==> config.mk <==
export PLATFORM = sky130hd
export DESIGN_NAME = expr_result_unpacker
export DESIGN_NICKNAME = d
export VERILOG_FILES = /design/src/rtl/expr_result_unpacker.sv
export SDC_FILE = /design/constraint.sdc
export NUM_CORES = 1
export LEC_CHECK = 0
export BUFFER_PORTS_ARGS = -buffer_cell sky130_fd_sc_hd__buf_2
export CELL_PAD_IN_SITES_DETAIL_PLACEMENT = 0
export CELL_PAD_IN_SITES_GLOBAL_PLACEMENT = 1
export CORE_AREA = 3 3 168 170
export DETAILED_ROUTE_END_ITERATION = 12
export DIE_AREA = 0 0 171 173
export PLACE_DENSITY_LB_ADDON = 0.1
export SLEW_MARGIN = 20
export SYNTH_ARGS = -nofsm -noshare
export SYNTH_HDL_FRONTEND = slang
export SYNTH_SLANG_ARGS = --single-unit
export TNS_END_PERCENT = 100
==> constraint.sdc <==
create_clock -name clk -period 13.85 [get_ports clk]
set_clock_uncertainty 0.1 [all_clocks]
set_input_delay 2.77 -clock clk [delete_from_list [all_inputs] [get_ports clk]]
set_output_delay 2.77 -clock clk [all_outputs]
set_load 0.05 [all_outputs]
==> src/rtl/expr_result_unpacker.sv <==
// expr_result_unpacker: receives one 90-bit packed expression result word
// (18 fields y0..y17, y0 in the MSBs) and replays the fields one per beat.
// Each field is extended to OUT_W bits. Fields 3-5, 9-11 and 15-17 are
// sign-extended. All other fields are zero-extended.
// Optional feature: define EXPR_UNPACK_CHECKSUM_EN to add chk_valid/chk_data.
// chk_data is a per-word XOR of all emitted beats.
//
// Handshake: a transfer happens on a rising edge where valid and ready are
// both high. While valid is high and the transfer has not happened, the
// sender holds its data stable. ready may depend combinationally on the
// other side's ready: in_ready follows out_ready during the final beat, so a
// new word can be taken without a bubble.
module expr_result_unpacker #(
  parameter int OUT_W = 8
) (
  input  logic             clk,
  input  logic             rst,
  input  logic             in_valid,
  output logic             in_ready,
  input  logic [89:0]      in_data,
  output logic             out_valid,
  input  logic             out_ready,
  output logic [OUT_W-1:0] out_data,
  output logic [4:0]       out_idx,
  output logic             out_signed,
  output logic             out_last
`ifdef EXPR_UNPACK_CHECKSUM_EN
  ,
  output logic             chk_valid,
  output logic [OUT_W-1:0] chk_data
`endif
);

  typedef enum logic {IDLE, EMIT} state_t;

  localparam logic [4:0] LAST_IDX = 5'd17;

  state_t      state, n_state;
  logic [89:0] word, n_word;
  logic [4:0]  idx, n_idx;
  logic        capture;
  logic        beat_acc;

  // Fields 3..5 of every six-field group are signed.
  function automatic logic field_signed(input logic [4:0] i);
    return (int'(i) % 6) >= 3;
  endfunction

  // Pull field i out of the packed word and extend it to OUT_W bits.
  // Within each 15-bit group of three, the field widths are 4, 5 and 6 bits.
  function automatic logic [OUT_W-1:0] field_value(input logic [89:0] w,
                                                   input logic [4:0]  i);
    int grp;
    int sub;
    int width;
    int off;
    logic [6:0] lsb;
    logic       fill;
    logic [OUT_W-1:0] r;
    grp   = int'(i) / 3;
    sub   = int'(i) % 3;
    width = 4 + sub;
    case (sub)
      0:       off = 0;
      1:       off = 4;
      default: off = 9;
    endcase
    lsb  = 7'(89 - 15 * grp - off - width + 1);
    fill = field_signed(i) & w[lsb + 7'(width - 1)];
    r    = '0;
    for (int b = 0; b < OUT_W; b++) begin
      r[b] = (b < width) ? w[lsb + 7'(b)] : fill;
    end
    return r;
  endfunction

  // Ready when idle, or when the final beat is leaving this cycle.
  always_comb begin
    in_ready = (state == IDLE) ||
               ((state == EMIT) && (idx == LAST_IDX) && out_ready);
  end

  assign capture  = in_valid && in_ready;
  assign beat_acc = (state == EMIT) && out_ready;
  assign out_idx  = idx;

  // Next word / index / state, shared by the state register and the
  // registered output computation.
  always_comb begin
    n_state = state;
    n_word  = word;
    n_idx   = idx;
    if (capture) begin
      n_state = EMIT;
      n_word  = in_data;
      n_idx   = 5'd0;
    end else if (beat_acc) begin
      if (idx == LAST_IDX) begin
        n_state = IDLE;
        n_idx   = 5'd0;
      end else begin
        n_idx = idx + 5'd1;
      end
    end
  end

  // State, held word and registered beat outputs.
  always_ff @(posedge clk) begin
    if (rst) begin
      state      <= IDLE;
      word       <= '0;
      idx        <= 5'd0;
      out_valid  <= 1'b0;
      out_data   <= '0;
      out_signed <= 1'b0;
      out_last   <= 1'b0;
    end else begin
      state     <= n_state;
      word      <= n_word;
      idx       <= n_idx;
      out_valid <= (n_state == EMIT);
      if (n_state == EMIT) begin
        out_data   <= field_value(n_word, n_idx);
        out_signed <= field_signed(n_idx);
        out_last   <= (n_idx == LAST_IDX);
      end else begin
        out_data   <= '0;
        out_signed <= 1'b0;
        out_last   <= 1'b0;
      end
    end
  end

`ifdef EXPR_UNPACK_CHECKSUM_EN
  logic [OUT_W-1:0] acc;

  // Running XOR of accepted beats. It pulses chk_valid after the final beat.
  always_ff @(posedge clk) begin
    if (rst) begin
      acc       <= '0;
      chk_valid <= 1'b0;
      chk_data  <= '0;
    end else begin
      chk_valid <= 1'b0;
      if (capture) begin
        acc <= '0;
      end else if (beat_acc) begin
        acc <= acc ^ out_data;
      end
      if (beat_acc && (idx == LAST_IDX)) begin
        chk_valid <= 1'b1;
        chk_data  <= acc ^ out_data;
      end
    end
  end
`endif

endmodule

==> results.sh, run 1 <==
export IMPL_status="completed"
export IMPL_clk_transition_reported_paths_ns=0.09
export IMPL_routabilityCongestion=0.877
export IMPL_hold_viol=0
export IMPL_timing_critical_path_required_ns=14.03
export IMPL_mapped_cell_area_um2=10700
export IMPL_die_width_um=171
export IMPL_maxcap_violations=0
export IMPL_grt_pass1_wl_um=50600
export IMPL_firstDrtPassIters=5
export IMPL_cellLeakagePower_nw=5.77
export IMPL_worst_path_largest_cell_delay_ns=0.59
export IMPL_detailroute_via_count=8780
export IMPL_worst_setup_path_start_kind="input pin"
export IMPL_setup_worst_path_end_class="flip-flop"
export IMPL_drt_drc_violations_left=0
export IMPL_synthCells=1119
export IMPL_grt_ovf=0
export IMPL_worstMarginPinSlew_ns=0.999
export IMPL_dp_hpwl_um=25600
export IMPL_netlist_cell_type_count=68
export IMPL_postSynth_topFlopCell="dfxtp_1"
export IMPL_nNetsFinal=1375
export IMPL_syn_to_final_growth_pct=13.4
export IMPL_final_core_utilization_pct=45.3
export IMPL_worst_path_most_repeated_cell="inv_1"
export IMPL_place_ws_ns=-0.131
export IMPL_core_area_um2=26900
export IMPL_timing_critical_path_fanout_max=9
export IMPL_number_of_pins_with_negative_max_slew_slack_in_the_final_report=0
export IMPL_first_global_vias=8886
export IMPL_pin_count_of_the_biggest_net_entering_global_routing=72
export IMPL_synthesis_nets=1275
export IMPL_synth_yosys_seq_area_share_pct=19.8
export IMPL_drive_gt1_share_pct=23.0
export IMPL_clk_root_buffer_cell="clkbuf_16"
export IMPL_synth_warnings=0
export IMPL_vdd_ir_drop_worst_mv=0.0743
export IMPL_cts_tree="yes"
export IMPL_inst_count_dp=1545
export IMPL_initial_antenna_violation_count=0
export IMPL_p_per_area_nw_per_um2=138
export IMPL_floorplan_die_height_um=173
export IMPL_num_antenna_cells=0
export IMPL_drt_vias_per_instance=5.61
export IMPL_cts_sinks=106
export IMPL_reg2reg_depth=46
export IMPL_ioPinCount=111
export IMPL_max_clock_freq_mhz=76.4
export IMPL_min_period_over_period_pct=94.5
export IMPL_overall_die_area_um2=29600
export IMPL_placement_rows=60
export IMPL_whs_ns=0.452
export IMPL_ys_ff_latch=106
export IMPL_cts_path_max_buffers=2
export IMPL_worst_slack_ns=0.757
export IMPL_multi_input_comb_area_um2=8190
export IMPL_htree_levels=3
export IMPL_groute_usage_overall_pct=21.8
export IMPL_finish_cell_count_without_fillers=1565
export IMPL_io_buffer_count=110
export IMPL_drt_first_iter_violations=567
export IMPL_cts_hold_fix_buffers=0
export IMPL_num_fill_cells=2710
export IMPL_timing_final_setup_violations=0
export IMPL_seqCellArea_um2=2120
export IMPL_cts_buffers_inserted=9
export IMPL_finalCriticalPeriod_ns=13.09
export IMPL_wl_cell_um=20.8
export IMPL_detail_route_antenna_nets=0
export IMPL_maxSlewHeadroom_pct=32.9
export IMPL_floorplan_initialDensity_pct=40.0
export IMPL_synth_edff_count=0
export IMPL_clk_insertion_delay_late_ns=0.37
export IMPL_hold_path_cell_cnt=2
export IMPL_crit_path_top_delay_cell="fa_1"
export IMPL_timing_worst_setup_path_type="in -> reg"
export IMPL_avgSynthCellArea_um2=9.60
export IMPL_wirelength_um=32600
export IMPL_hold_path_class="reg -> reg"
export IMPL_crit_arrival_ns=13.27
export IMPL_synthArstFlopShare_pct=0
==> where the power goes <==
group | total (mW) | switching [mW] | internal (mW)
combinational | 1.07 | 0.594 | 0.476
sequential | 0.332 | 0.00744 | 0.325
clock | 0.281 | 0.136 | 0.146
==> final cells by class <==
type	instances	share of cell area [%]
Sequential cell	106	17.4
Inverter	64	1.97
Timing Repair Buffer	154	7.33
Clock inverter	6	0.709
Multi-Input combinational cell	884	67.2
Tap cell	341	3.50
Clock buffer	10	1.88
==> layout by cell type, fill, tap and decap left out, types with 9 or more instances in the layout <==
cell type,netlist,routed
mux2i_1,303,303
nor2_1,133,133
buf_2,9,110
dfxtp_1,106,106
mux4_2,70,70
inv_1,55,55
nand2_1,45,45
ha_1,48,45
buf_4,0,43
xnor2_1,37,36
a21oi_1,35,35
o21ai_0,29,29
fa_1,14,14
nand3_1,13,13
a211oi_1,13,12
nor3_1,11,11
and2_1,10,10
xor2_1,11,10
mux2_2,10,10
clkbuf_16,0,9
==> routing by layer <==
layer	up-vias	share of wire [%]	track usage [%]	routed length (um)
met1	4240	45	28.8	14500
met2	197	49	37.3	15900
li1	4295	-	-	-
met4	0	2.7	6.57	888
met5	-	0	0	0
met3	48	3.8	2.83	1240
==> worst paths after layout <==
| check | from | end | slack [ns] |
|---|---|---|---|
| min reg2reg | word[55] | word[55] | 0.45 |
| min | word[55] | word[55] | 0.45 |
| max reg2reg | out_idx[0] | out_data[7] | 2.40 |
| max | out_ready | out_data[7] | 0.76 |
==> synth_stat cells (all sizes together), types with 2 or more instances <==
cell     instances  area [um^2]
mux2i          303         3030
nor2           133          499
dfxtp          106         2120
mux4            70         1580
inv             61          229
ha              48          601
nand2           45          169
clkbuf          38          143
xnor2           37          324
a21oi           36          184
o21ai           30          150
buf             27          113
a211oi          15          130
fa              14          280
nand3           13         65.1
and2            12         75.1
nor3            11         55.1
xor2            11         96.3
mux2            10          113
a31oi            7         43.8
nor2b            6         37.5
nor4             6         37.5
o31ai            6         45.0
a21o             5         37.5
and3             5         31.3
nand2b           5         31.3
nand4            5         31.3
a21boi           4         30.0
or2              4         25.0
or3              4         25.0
a31o             3         26.3
clkinv           3         11.3
o22ai            3         18.8
o2bb2ai          3         45.1
a2111oi          2         17.5
a211o            2         17.5
a221oi           2         23.8
a22oi            2         15.0
a32o             2         20.0
o211a            2         20.0
o32ai            2         17.5
==> critical path: cells and delay by family <==
family / cells / cell delay, ns
multiplexers: 4 / 1.40
XOR/XNOR: 2 / 0.41
AO/OA/AOI/OAI: 6 / 1.21
adder cells (fa/ha/maj): 10 / 3.80
buffers and inverters: 11 / 1.11
AND/OR/NAND/NOR: 13 / 2.55
==> metrics by stage <==
stage / area (um^2) / power, mW / setup TNS, ns
after floorplan: 10800 / 1.11 / 0
after global placement: 11800 / 1.39 / 0
after detailed placement: 11800 / 1.40 / -0.895
after CTS: 12100 / 1.69 / 0
after global routing: 12200 / 1.78 / -0.00804
final: 12200 / 1.68 / 0
==> sequential cells by signal (all words and copies together) (netlist names) <==
| name | flops |
|---|---|
| state | 1 |
| out_idx | 5 |
| out_signed | 1 |
| out_data | 8 |
| out_last | 1 |
| word | 90 |
==> cells by family after synthesis <==
logic type / after synthesis / synth area share (%)
simple gates: 254 / 10.6
mux: 383 / 44.0
buf+inv: 129 / 4.61
flops: 106 / 19.8
compound gates: 137 / 9.00
fa+ha+maj: 62 / 8.20
xor+xnor: 48 / 3.91
==> timing repair <==
action	CTS	global route
buffers inserted	0	4
endpoints found under the setup margin	0	8
resized for setup	0	5
hold endpoints to repair	0	0
Note: power is estimated with default switching activity, not from simulation.
==> run 2, diff against run 1 <==
ABC_AREA = 1   (was default)
CAP_MARGIN = 20   (was default)
CORE_AREA = 3 3 175 177   (was 3 3 168 170)
DIE_AREA = 0 0 178 180   (was 0 0 171 173)
==> run 2 against run 1 <==
Routed wire length increased by 25%. Synthesized cell count increased by 71%. Final area decreased by 0.50%. Final cell count increased by 50%. Sequential cell count unchanged. First-iteration DRC count increased by 68%. Via count increased by 38%. Maximum frequency increased by 2.1%. Register-to-register slack improved by 0.55 ns. Sequential power about the same. Sequential share of layout area increased by 0.088 points. Die area increased by 8.3%.
==> results.sh, run 2 <==
export IMPL_dp_hpwl_um=32400
export IMPL_crit_path_top_delay_cell="fa_1"
export IMPL_r2r_setup_slack_ns=2.95
export IMPL_groute_usage_overall_pct=25.4
export IMPL_largest_register_ff_count=90
export IMPL_synthCells=1910
export IMPL_cellLeakagePower_nw=5.97
export IMPL_met3RoutedLength_um=1680
export IMPL_pin_count_of_the_biggest_net_entering_global_routing=106
export IMPL_floorplan_initialDensity_pct=37.5
export IMPL_worstMarginPinSlew_ns=1.07
export IMPL_mapped_cell_area_um2=11000
export IMPL_synth_edff_count=0
export IMPL_synth_yosys_seq_area_share_pct=19.2
export IMPL_setup_worst_path_end_class="flip-flop"
export IMPL_reg2reg_depth=55
export IMPL_htree_levels=3
export IMPL_avgSynthCellArea_um2=5.78
export IMPL_whs_ns=0.377
export IMPL_drive_gt1_share_pct=11.5
export IMPL_core_area_um2=29400
export IMPL_timing_critical_path_required_ns=14.05
export IMPL_worst_path_most_repeated_cell="inv_1"
export IMPL_route_met2_wl_um=20700
export IMPL_cts_path_max_buffers=2
export IMPL_vdd_ir_drop_worst_mv=0.0627
export IMPL_worst_path_largest_cell_delay_ns=0.84
export IMPL_cts_buffers_inserted=9
export IMPL_clk_insertion_delay_late_ns=0.37
export IMPL_num_antenna_cells=0
export IMPL_critical_path_top_delay_family="adder cells"
export IMPL_clk_root_buffer_cell="clkbuf_16"
export IMPL_timing_critical_path_fanout_max=12
export IMPL_timing_worst_setup_path_type="in -> reg"
export IMPL_wl_cell_um=17.4
export IMPL_hold_path_cell_cnt=2
export IMPL_synth_largest_area_cell="dfxtp_1"
export IMPL_path_buf_inv=16
export IMPL_drt_vias_per_instance=5.19
export IMPL_grt_setup_unrepaired="false"
export IMPL_synthArstFlopShare_pct=0
export IMPL_maxcap_violations=0
export IMPL_max_clock_freq_mhz=78.0
export IMPL_firstDrtPassIters=5
export IMPL_placement_rows=63
export IMPL_setup_fix_buffers_added_after_clock_tree_synthesis=0
export IMPL_hold_path_class="reg -> reg"
export IMPL_cts_hold_fix_buffers=0
export IMPL_post_synth_main_area_contributors="dfxtp_1 (19%), nand2_1 (19%), o21ai_0 (14%)"
export IMPL_p_per_area_nw_per_um2=147
export IMPL_io_buffer_count=110
export IMPL_detail_route_antenna_nets=0
export IMPL_detailroute_via_count=12156
export IMPL_postSynth_topFlopCell="dfxtp_1"
export IMPL_min_from="word[57]"
export IMPL_mostFrequentLayoutCell="nand2_1"
export IMPL_total_negative_slack_ns=0
export IMPL_crit_arrival_ns=13.03
export IMPL_worst_setup_path_start_kind="input pin"
export IMPL_synth_warnings=0
export IMPL_routabilityCongestion=0.934
export IMPL_timing_final_setup_violations=0
export IMPL_floorplan_die_height_um=180
export IMPL_grt_ovf=0
export IMPL_cts_tree="yes"
export IMPL_nNetsFinal=2102
export IMPL_netlist_cell_type_count=50
export IMPL_hold_viol=0
export IMPL_seqCellArea_um2=2120
export IMPL_post_synth_top_count_cell="nand2_1"
export IMPL_drt_first_iter_violations=951
export IMPL_most_common_layout_cells="nand2_1 (554), o21ai_0 (318), inv_1 (205)"
export IMPL_critical_path_reg2reg_startpoint="out_idx[1]"
export IMPL_drt_drc_violations_left=0
export IMPL_post_synth_most_frequent_cells="nand2_1 (554), o21ai_0 (318), inv_1 (206)"
export IMPL_wirelength_um=40800
export IMPL_first_global_vias=11465
export IMPL_min_period_over_period_pct=92.6
export IMPL_ys_ff_latch=106
export IMPL_area_share_of_the_largest_cell_type_after_synthesis_pct=19.2
export IMPL_number_of_pins_with_negative_max_slew_slack_in_the_final_report=0
export IMPL_overall_die_area_um2=32000
export IMPL_status="completed"
export IMPL_ioPinCount=111
export IMPL_grt_pass1_wl_um=64000
export IMPL_largest_register="word"
export IMPL_highest_metal_used="met4"
export IMPL_die_width_um=178
export IMPL_finalCriticalPeriod_ns=12.83
export IMPL_hold_path_end="word[57]"
export IMPL_postCtsResizedCells=0
export IMPL_critical_path_reg2reg_endpoint="out_data[4]"
export IMPL_syn_to_final_growth_pct=9.82
export IMPL_initial_antenna_violation_count=0
export IMPL_maxSlewHeadroom_pct=28.4
export IMPL_drt_met1_wl_um=17200
export IMPL_cts_sinks=106
export IMPL_multi_input_comb_area_um2=7710
export IMPL_num_fill_cells=3281
export IMPL_synthesis_nets=2066
export IMPL_clk_transition_reported_paths_ns=0.09
## run 2: cell count changes in the layout (fill, tap and decap cells not counted), moves of 10 or more
cell,before,now
nand3_1,13,66
inv_1,55,205
o211ai_1,0,28
or2_2,3,28
mux4_2,70,0
nand2_2,0,19
xnor2_1,36,13
nor2_1,133,175
nand2_1,45,554
mux2i_1,303,9
a21oi_1,35,85
buf_4,43,17
mux2_2,10,0
o21ai_0,29,318
## run 2: metal layers
metal  up-vias  GRT usage [%]
met5         -              0
li1       6256              -
met3        49           2.45
met1      5548           31.1
met2       303           46.4
met4         0           7.38
## run 2: logic make-up (layout without fill, tap and decap cells)
group / Yosys count / after routing / synth area share [%]
compound gates: 494 / 494 / 24.6
buf+inv: 320 / 361 / 11.0
flops: 106 / 106 / 19.2
simple gates: 892 / 892 / 34.2
xor+xnor: 27 / 27 / 2.14
fa+ha+maj: 62 / 62 / 7.98
mux: 9 / 9 / 0.816
## run 2: where the power goes
part	switching, mW	internal [mW]	total [mW]
sequential	0.00541	0.327	0.333
clock	0.141	0.129	0.269
combinational	0.820	0.354	1.17
## run 2: metrics by stage
step,area [um^2],total power [mW],worst slack (ns),std cells,util (%)
final,12100,1.78,1.02,2341,41.2
after global routing,12100,1.93,0.112,2341,41.2
after CTS,12100,1.77,1.06,2341,41.2
after detailed placement,11800,1.50,0.727,2325,40.2
after global placement,11800,1.49,0.983,2325,40.2
after floorplan,11000,1.14,2.27,1910,-
## run 2: worst reg2reg max path: cells and delay by family (launching register included)
kind                       cells  cell delay, ns
adders and majority gates     12            4.46
and+or+nand+nor               21            2.54
DFF                            1            0.38
AOI/OAI and AO/OA              4            0.80
buffers and inverters         17            2.01
xor gates and xnor gates       1            0.56
## run 2: how the worst max path moves through the flow
stage,startpoint,to,slack (ns),cells past startpoint
3_5_place_dp,out_ready,out_data[4],0.73,53
3_3_place_gp,out_ready,out_data[3],0.98,54
2_1_floorplan,out_ready,out_data[3],2.27,55
5_1_grt,out_ready,out_data[4],0.11,53
4_1_cts,out_ready,out_data[4],1.06,53
6_report,out_ready,out_data[4],1.02,53
## run 2: cell type report
class / instances / area share [%]
Multi-Input combinational cell: 1484 / 63.6
Sequential cell: 106 / 17.5
Inverter: 218 / 6.76
Timing Repair Buffer: 127 / 5.59
Tap cell: 390 / 4.03
Clock buffer: 9 / 1.86
Clock inverter: 7 / 0.681
